<file path="src/rtl/svga_pkg.sv">
// Shared SVGA timing definitions: the vertical phase encoding, the default
// 800x600 vertical constants and the pixel/line position width.
package svga_pkg;

  localparam int POS_W        = 10;
  localparam int V_SYNC_DEF   = 4;
  localparam int V_BP_DEF     = 23;
  localparam int V_ACTIVE_DEF = 600;
  localparam int V_FP_DEF     = 1;

  typedef enum logic [1:0] {
    PH_SYNC = 2'd0,
    PH_BP   = 2'd1,
    PH_ACT  = 2'd2,
    PH_FP   = 2'd3
  } phase_e;

  // Phase order within a frame; front porch closes the loop back to sync.
  function automatic phase_e next_phase(input phase_e ph);
    case (ph)
      PH_SYNC: next_phase = PH_BP;
      PH_BP:   next_phase = PH_ACT;
      PH_ACT:  next_phase = PH_FP;
      default: next_phase = PH_SYNC;
    endcase
  endfunction

endpackage

</file>
<file path="src/rtl/v_timing.sv">
// Vertical timing generator. Advances one line per line_end pulse from the
// horizontal counter and produces y_pos, vsync, v_active, frame_start and an
// optional frame counter. All outputs are registered, so they change in the
// cycle after the sampled line_end and stay stable for the whole line.
// Optional feature: define V_TIMING_FRAME_CNT_EN to build the 8-bit frame
// counter; otherwise frame_cnt is tied to zero.
module v_timing
  import svga_pkg::*;
#(
  parameter int   V_SYNC    = V_SYNC_DEF,
  parameter int   V_BP      = V_BP_DEF,
  parameter int   V_ACTIVE  = V_ACTIVE_DEF,
  parameter int   V_FP      = V_FP_DEF,
  parameter logic VSYNC_POL = 1'b1
) (
  input  logic             sys_clk,
  input  logic             reset,
  input  logic             line_end,
  output logic [POS_W-1:0] y_pos,
  output logic             vsync,
  output logic             v_active,
  output logic             frame_start,
  output logic [7:0]       frame_cnt
);

  localparam int V_TOTAL = V_SYNC + V_BP + V_ACTIVE + V_FP;

  // Offset of the first active line from the top of the frame; y_pos is the
  // absolute line minus this, wrapping modulo 2**POS_W outside the window.
  localparam logic [POS_W-1:0] Y_OFS = POS_W'(V_SYNC + V_BP);
  localparam logic [POS_W-1:0] Y_RST = POS_W'((1 << POS_W) - (V_SYNC + V_BP));

  // Refuse to build with an empty phase or a frame taller than the counters.
  if (V_SYNC < 1 || V_BP < 1 || V_ACTIVE < 1 || V_FP < 1 || V_TOTAL > (1 << POS_W))
  begin : g_param_err
    $error("v_timing: every phase must be >= 1 line and V_TOTAL <= 1024");
  end

  // Last line index within each phase.
  function automatic logic [POS_W-1:0] phase_last(input phase_e ph);
    case (ph)
      PH_SYNC: phase_last = POS_W'(V_SYNC - 1);
      PH_BP:   phase_last = POS_W'(V_BP - 1);
      PH_ACT:  phase_last = POS_W'(V_ACTIVE - 1);
      default: phase_last = POS_W'(V_FP - 1);
    endcase
  endfunction

  phase_e           r_state;
  logic [POS_W-1:0] r_lcnt;
  logic [POS_W-1:0] r_vline;
  logic [POS_W-1:0] r_y_pos;
  logic             r_vsync;
  logic             r_v_active;
  logic             r_frame_start;

  phase_e           w_state_nxt;
  logic [POS_W-1:0] w_lcnt_nxt;
  logic [POS_W-1:0] w_vline_nxt;
  logic             w_frame_wrap;

  // Next phase, in-phase line count and absolute line on each line_end.
  always_comb begin
    // NOTE: every signal gets a default before any branch so no latch is inferred.
    w_state_nxt  = r_state;
    w_lcnt_nxt   = r_lcnt;
    w_vline_nxt  = r_vline;
    w_frame_wrap = 1'b0;
    if (line_end) begin
      if (r_lcnt == phase_last(r_state)) begin
        w_state_nxt  = next_phase(r_state);
        w_lcnt_nxt   = '0;
        w_frame_wrap = (r_state == PH_FP);
      end else begin
        w_lcnt_nxt = r_lcnt + 1'b1;
      end
      // The absolute line wraps exactly when the frame closes.
      w_vline_nxt = w_frame_wrap ? '0 : r_vline + 1'b1;
    end
  end

  // Phase state and line counters.
  always_ff @(posedge sys_clk or posedge reset) begin
    if (reset) begin
      // NOTE: state is updated with non-blocking assignments so every register
      // samples the pre-edge values, independent of statement order.
      r_state <= PH_SYNC;
      r_lcnt  <= '0;
      r_vline <= '0;
    end else begin
      r_state <= w_state_nxt;
      r_lcnt  <= w_lcnt_nxt;
      r_vline <= w_vline_nxt;
    end
  end

  // Output registers, decoded from the next-state values so they line up
  // with the counters in the same cycle.
  always_ff @(posedge sys_clk or posedge reset) begin
    if (reset) begin
      r_y_pos       <= Y_RST;
      r_vsync       <= VSYNC_POL;
      r_v_active    <= 1'b0;
      r_frame_start <= 1'b0;
    end else begin
      r_y_pos       <= w_vline_nxt - Y_OFS;
      r_vsync       <= (w_state_nxt == PH_SYNC) ? VSYNC_POL : ~VSYNC_POL;
      r_v_active    <= (w_state_nxt == PH_ACT);
      r_frame_start <= w_frame_wrap;
    end
  end

`ifdef V_TIMING_FRAME_CNT_EN
  logic [7:0] r_frame_cnt;

  // Frame counter, stepping on the same edge that raises frame_start.
  always_ff @(posedge sys_clk or posedge reset) begin
    if (reset) begin
      r_frame_cnt <= 8'd0;
    end else if (w_frame_wrap) begin
      r_frame_cnt <= r_frame_cnt + 8'd1;
    end
  end

  assign frame_cnt = r_frame_cnt;
`else
  assign frame_cnt = 8'd0;
`endif

  assign y_pos       = r_y_pos;
  assign vsync       = r_vsync;
  assign v_active    = r_v_active;
  assign frame_start = r_frame_start;

endmodule

</file>
<file path="config.mk">
export PLATFORM = sky130hd
export DESIGN_NAME = v_timing
export DESIGN_NICKNAME = d
export VERILOG_FILES = /design/src/rtl/svga_pkg.sv /design/src/rtl/v_timing.sv
export SDC_FILE = /design/constraint.sdc
export NUM_CORES = 1
export LEC_CHECK = 0
export ABC_AREA = 1
export BUFFER_PORTS_ARGS = -buffer_cell sky130_fd_sc_hd__buf_2
export CAP_MARGIN = 15
export CELL_PAD_IN_SITES_DETAIL_PLACEMENT = 1
export CELL_PAD_IN_SITES_GLOBAL_PLACEMENT = 2
export CORE_MARGIN = 1.5
export CORE_UTILIZATION = 34
export DETAILED_ROUTE_END_ITERATION = 6
export HOLD_SLACK_MARGIN = 0.05
export PLACE_DENSITY_LB_ADDON = 0.1
export SLEW_MARGIN = 20
export SYNTH_ARGS = -nofsm -noshare
export SYNTH_HDL_FRONTEND = slang
export SYNTH_SLANG_ARGS = --single-unit
</file>
<file path="constraint.sdc">
create_clock -name sys_clk -period 2.9 [get_ports sys_clk]
set_clock_uncertainty 0.2 [all_clocks]
set_input_delay 0.29 -clock sys_clk [delete_from_list [all_inputs] [get_ports sys_clk]]
set_output_delay 0.29 -clock sys_clk [all_outputs]
set_load 0.01 [all_outputs]
</file>
==> Word-level counts from Yosys, hierarchy flattened <==
Index checks and enable logic that the tools add are counted.
{ "totals": {"inputBits": 3, "register_bits": 35} }
{ "op_classes": {"add_sub_neg": 3, "n_eq_ne": 5, "reduce_logical": 2, "mux": 12} }
{ "op_table": {"columns": ["cell", "n"], "rows": [
  ["2-to-1 mux 10 bit", 4],
  ["one-hot mux 10 bit (3 select lines)", 1],
  ["adder 10 x 1 -> 10 bit, second input constant", 2],
  ["equality test 10 bit", 1],
  ["subtractor 10 x 5 -> 10 bit, second input constant", 1],
  ["equality test 2 bit, second input constant", 3],
  ["one-hot mux 2 bit (3 select lines)", 1],
  ["logical NOT 2 bit", 2],
  ["2-to-1 mux 1 bit", 4],
  ["2-to-1 mux 2 bit", 2],
  ["equality test 2 x 1 -> 1 bit, second input constant", 1]
]} }

==> Logic depth before layout (Yosys ltp) <==
{ "depth": {"word_depth": 9, "depth_mapped": 16, "mapped_depth_nobuf": 16} }

==> Worst setup path before layout <==
Ideal clock, no wire load.
{ "synth_timing": {"kind": "flip-flop to flip-flop", "from": "reg r_state[0]", "to": "reg r_y_pos[6] (netlist: y_pos[6])", "setup_time_ps": 81, "period_less_slack_ps": 2275, "arrival_ps": 1994, "stages_incl_launch_ff": 15, "path_slack_ps": 625, "cell_sequence": "dfrtp_1 inv_1 ha_1 inv_1 nand3_1 a21oi_1 nand4_2 nand2_1 inv_2 ha_1 inv_1 nand2_1 nand3_2 nand2_1 xor2_1"} }
{ "synth_between": {"elab_chain_cells": 9, "word_cells_on_any_way": 12, "classes_between": "add/sub: 1; eq/ne: 4; mux: 6; reduce/logical: 1"} }
{ "synth_rtl": {"columns": ["item", "line_no", "source"], "rows": [
  ["start, declared", "v_timing.sv:49", "phase_e r_state;"],
  ["start signal, assigned", "v_timing.sv:91", "r_state <= w_state_nxt;"],
  ["equality test 2 bit, or another cell as far along", "v_timing.sv:41", "case (ph)"],
  ["one-hot mux 10 bit (3 select lines)", "v_timing.sv:41", null],
  ["2-to-1 mux 10 bit", "v_timing.sv:69", "if (line_end) begin"],
  ["equality test 10 bit", "v_timing.sv:70", "if (r_lcnt == phase_last(r_state)) begin"],
  ["2-to-1 mux 1 bit (*)", "v_timing.sv:70", null],
  ["2-to-1 mux 1 bit (*)", "v_timing.sv:69", null],
  ["2-to-1 mux 10 bit (*)", "v_timing.sv:78", "w_vline_nxt = w_frame_wrap ? '0 : r_vline + 1'b1;"],
  ["2-to-1 mux 10 bit (*)", "v_timing.sv:69", null],
  ["net w_vline_nxt[1]", "v_timing.sv:59", "logic [POS_W-1:0] w_vline_nxt;"],
  ["subtractor 10 x 5 -> 10 bit (*)", "v_timing.sv:106", "r_y_pos <= w_vline_nxt - Y_OFS;"],
  ["end signal, assigned", "v_timing.sv:106", null],
  ["end, declared", "v_timing.sv:52", "logic [POS_W-1:0] r_y_pos;"]
]} }
Mark *: on every way through the listed nets, which the timed path passes. The rest lies on a longest branch. The select of a mux whose other input is x is not followed.
A chain may end at the register's enable or synchronous reset.

==> Worst setup path in the final report <==
Ends and elaborated chain as after synthesis.

==> results.yml <==
status:
  status: "complete, no violations"
sta:
  setup_violations: 0
  min_period_over_period: 0.885
  fin_ws_ns: 0.333
  finalSetupTns_ns: 0
  fmax_mhz: 390
  rsz0062_at_grt: "false"
  finalHoldViolations: 0
  final.min_clock_period_ns: 2.57
  maxSlewViolCount: 0
place:
  pre_cts_ws_ns: 0.305
  port_buffers: 15
  dp_hpwl_um: 3240
  place.gp.congestion: 0.750
setup_path:
  critPathArrivalTime_ns: 2.58
  path_class: "reg2reg"
  startpoint_type: "flip-flop"
  slowest_delay_ns: 0.38
  path_buf_inv: 4
  path_max_fanout: 6
  cp-end-kind: "flip-flop"
  cpMaxStageDelayCell: "dfrtp_1"
  critPathTopFamily: "simple AND/OR/NAND/NOR gates"
  crit_required_ns: 2.91
  path_cells: "inv_1, ha_1, inv_1, nand3_1, a21oi_1, nand4_2, nand2_1, inv_2, ha_1, inv_1, nand2_1, nand3_2, nand2_1, xor2_1"
min_path:
  hp-class: "in2reg"
power_and_ir_drop:
  cellLeakagePower_uw: 0.00120
  p_per_area_nw_per_um2: 761
  ir_drop_mv: 0.272
layout:
  nFillCells: 708
  syn_to_final_growth_pct: 11.6
  nNetsFinal: 273
  layout_commonest_cell: "nand2_1"
  layout_common_cells: "nand2_1, inv_1, dfrtp_1, nand3_1, buf_2"
  drive_above_1_share: 0.166
  num_antenna_cells: 0
run:
  maxCapViolCount: 0
yosys:
  avgSynthCellArea_um2: 7.97
  synth_adder_area_share: 0.0389
  syn_inst: 242
  synth_simple_gate_area_share: 0.279
  synth_compound_gate_area_share: 0.0376
  synth-seq-area-share: 0.459
  yosys-top-cells-area: "dfrtp_1, nand2_1, dfstp_2"
  synth_area_um2: 1930
  netlist.area_leader.share: 0.350
  yosysWarningCount: 0
  synthMuxAreaShare: 0
  synth.distinct_cells: 25
  synth_top_family_by_area: "simple AND/OR/NAND/NOR gates"
  synth_seq_cells: 35
  yosysTopAreaCell: "dfrtp_1"
  synth-xor-area-share: 0.0545
global_routing:
  grt_pass1_vias: 1585
  grtUsageTotal: 0.158
  antenna_found_initial: 0
  grt_start_max_net_pins: 36
  grt_pass1_wl_um: 7510
  overflow: 0
route:
  wirelength_um: 4320
  dr.pass1.iters: 4
  wire_per_inst_um: 12.8
  final_antenna_net_count: 0
  drc: 0
  vias_per_cell: 4.46
  drt_iter0_drc: 55
  via_count: 1502
cts:
  cts_root_buffer: "clkbuf_8"
  cts.sinks: 35
  path_clk_slew_ns: 0.07
  cts_resized: 0
  cts_buffers: 5
  cts_buffer_depth: 2
  cts_tree: "built"
  cts_max_level: 2
  clkLatencyLatePin_ns: 0.28
floorplanning:
  core_area_um2: 5470
  die-area_um2: 6130
  die_h_um: 78.3
  num_rows: 27
  io_pins: 24
  start_util: 0.352
  dieWidth_um: 78.3
## report_power, final
part | switching (µW) | internal [µW]
logic | 356 | 195
clock network | 177 | 169
registers | 104 | 636
total | 636 | 1000
## logic make-up (layout without fill, tap and decap cells)
kind of cell,Yosys count,in the layout
AO/OA/AOI/OAI,14,14
buffers and inverters,57,73
XOR/XNOR,12,12
AND/OR/NAND/NOR,117,117
adder cells (fa/ha/maj),6,6
other,1,8
flip-flops,35,35
## per-layer routing
layer	wire length (µm)	vias to the layer above	track usage
li1	-	764	-
met1	2330	715	0.222
met2	1840	19	0.243
met3	105	4	0.0372
met4	41	0	0.0446
met5	0	-	0
## worst paths after layout
check,from,endpoint,slack [ns],cells past startpoint
min reg2reg,r_lcnt[8],r_lcnt[8],0.30,1
max in group asynchronous,reset,y_pos[2],1.69,4
max,r_state[0],y_pos[6],0.33,14
min,line_end,r_lcnt[0],0.18,3
min in group asynchronous,reset,r_lcnt[5],0.46,4
max reg2reg,r_state[0],y_pos[6],0.33,14
## flip-flops by register name, indices dropped and copies added (netlist names)
signal and flops:
r_lcnt 10, r_vline 10, y_pos 10, r_state 2, frame_start 1, v_active 1
vsync 1
## Yosys cell counts, drive strengths merged
| cell | number |
|---|---|
| nor2 | 16 |
| conb | 1 |
| xnor2 | 1 |
| clkinv | 1 |
| o21ai | 9 |
| ha | 6 |
| nand4 | 3 |
| or2 | 1 |
| nand3 | 26 |
| dfstp | 8 |
| inv | 47 |
| and2 | 1 |
| o21a | 1 |
| nor3 | 3 |
| a21oi | 4 |
| dfrtp | 27 |
| xor2 | 11 |
| buf | 9 |
| nand3b | 3 |
| nand2 | 64 |
## per-stage QoR
stage	hold slack (ns)	total power, µW	cells	util	instance area [µm²]
3_5_place_dp	0.235	1310	328	0.376	2060
2_1_floorplan	0.238	1150	249	-	1950
5_1_grt	0.202	1790	337	0.393	2150
4_1_cts	0.178	1670	337	0.393	2150
3_3_place_gp	0.229	1290	328	0.376	2060
6_report	0.177	1640	337	0.393	2150
## final cells by class
type	count	area, µm²	share of cell area
Tap cell	72	90.1	0.0419
Timing Repair Buffer	17	92.6	0.0430
Inverter	48	180	0.0838
Clock inverter	1	5.00	0.00233
Clock buffer	7	76.3	0.0355
Sequential cell	35	886	0.412
Multi-Input combinational cell	157	821	0.382
## worst min-delay path: stages
cell and delay, ns:
buf_2 0.17, nand2_1 0.08, o21ai_0 0.07
## timing repair
action	in CTS	in global routing
endpoints found under the hold margin	27	0
setup endpoints to repair	0	0
hold buffers	1	0
setup buffers	0	0
No activity file was read; power rests on OpenSTA's default activity.
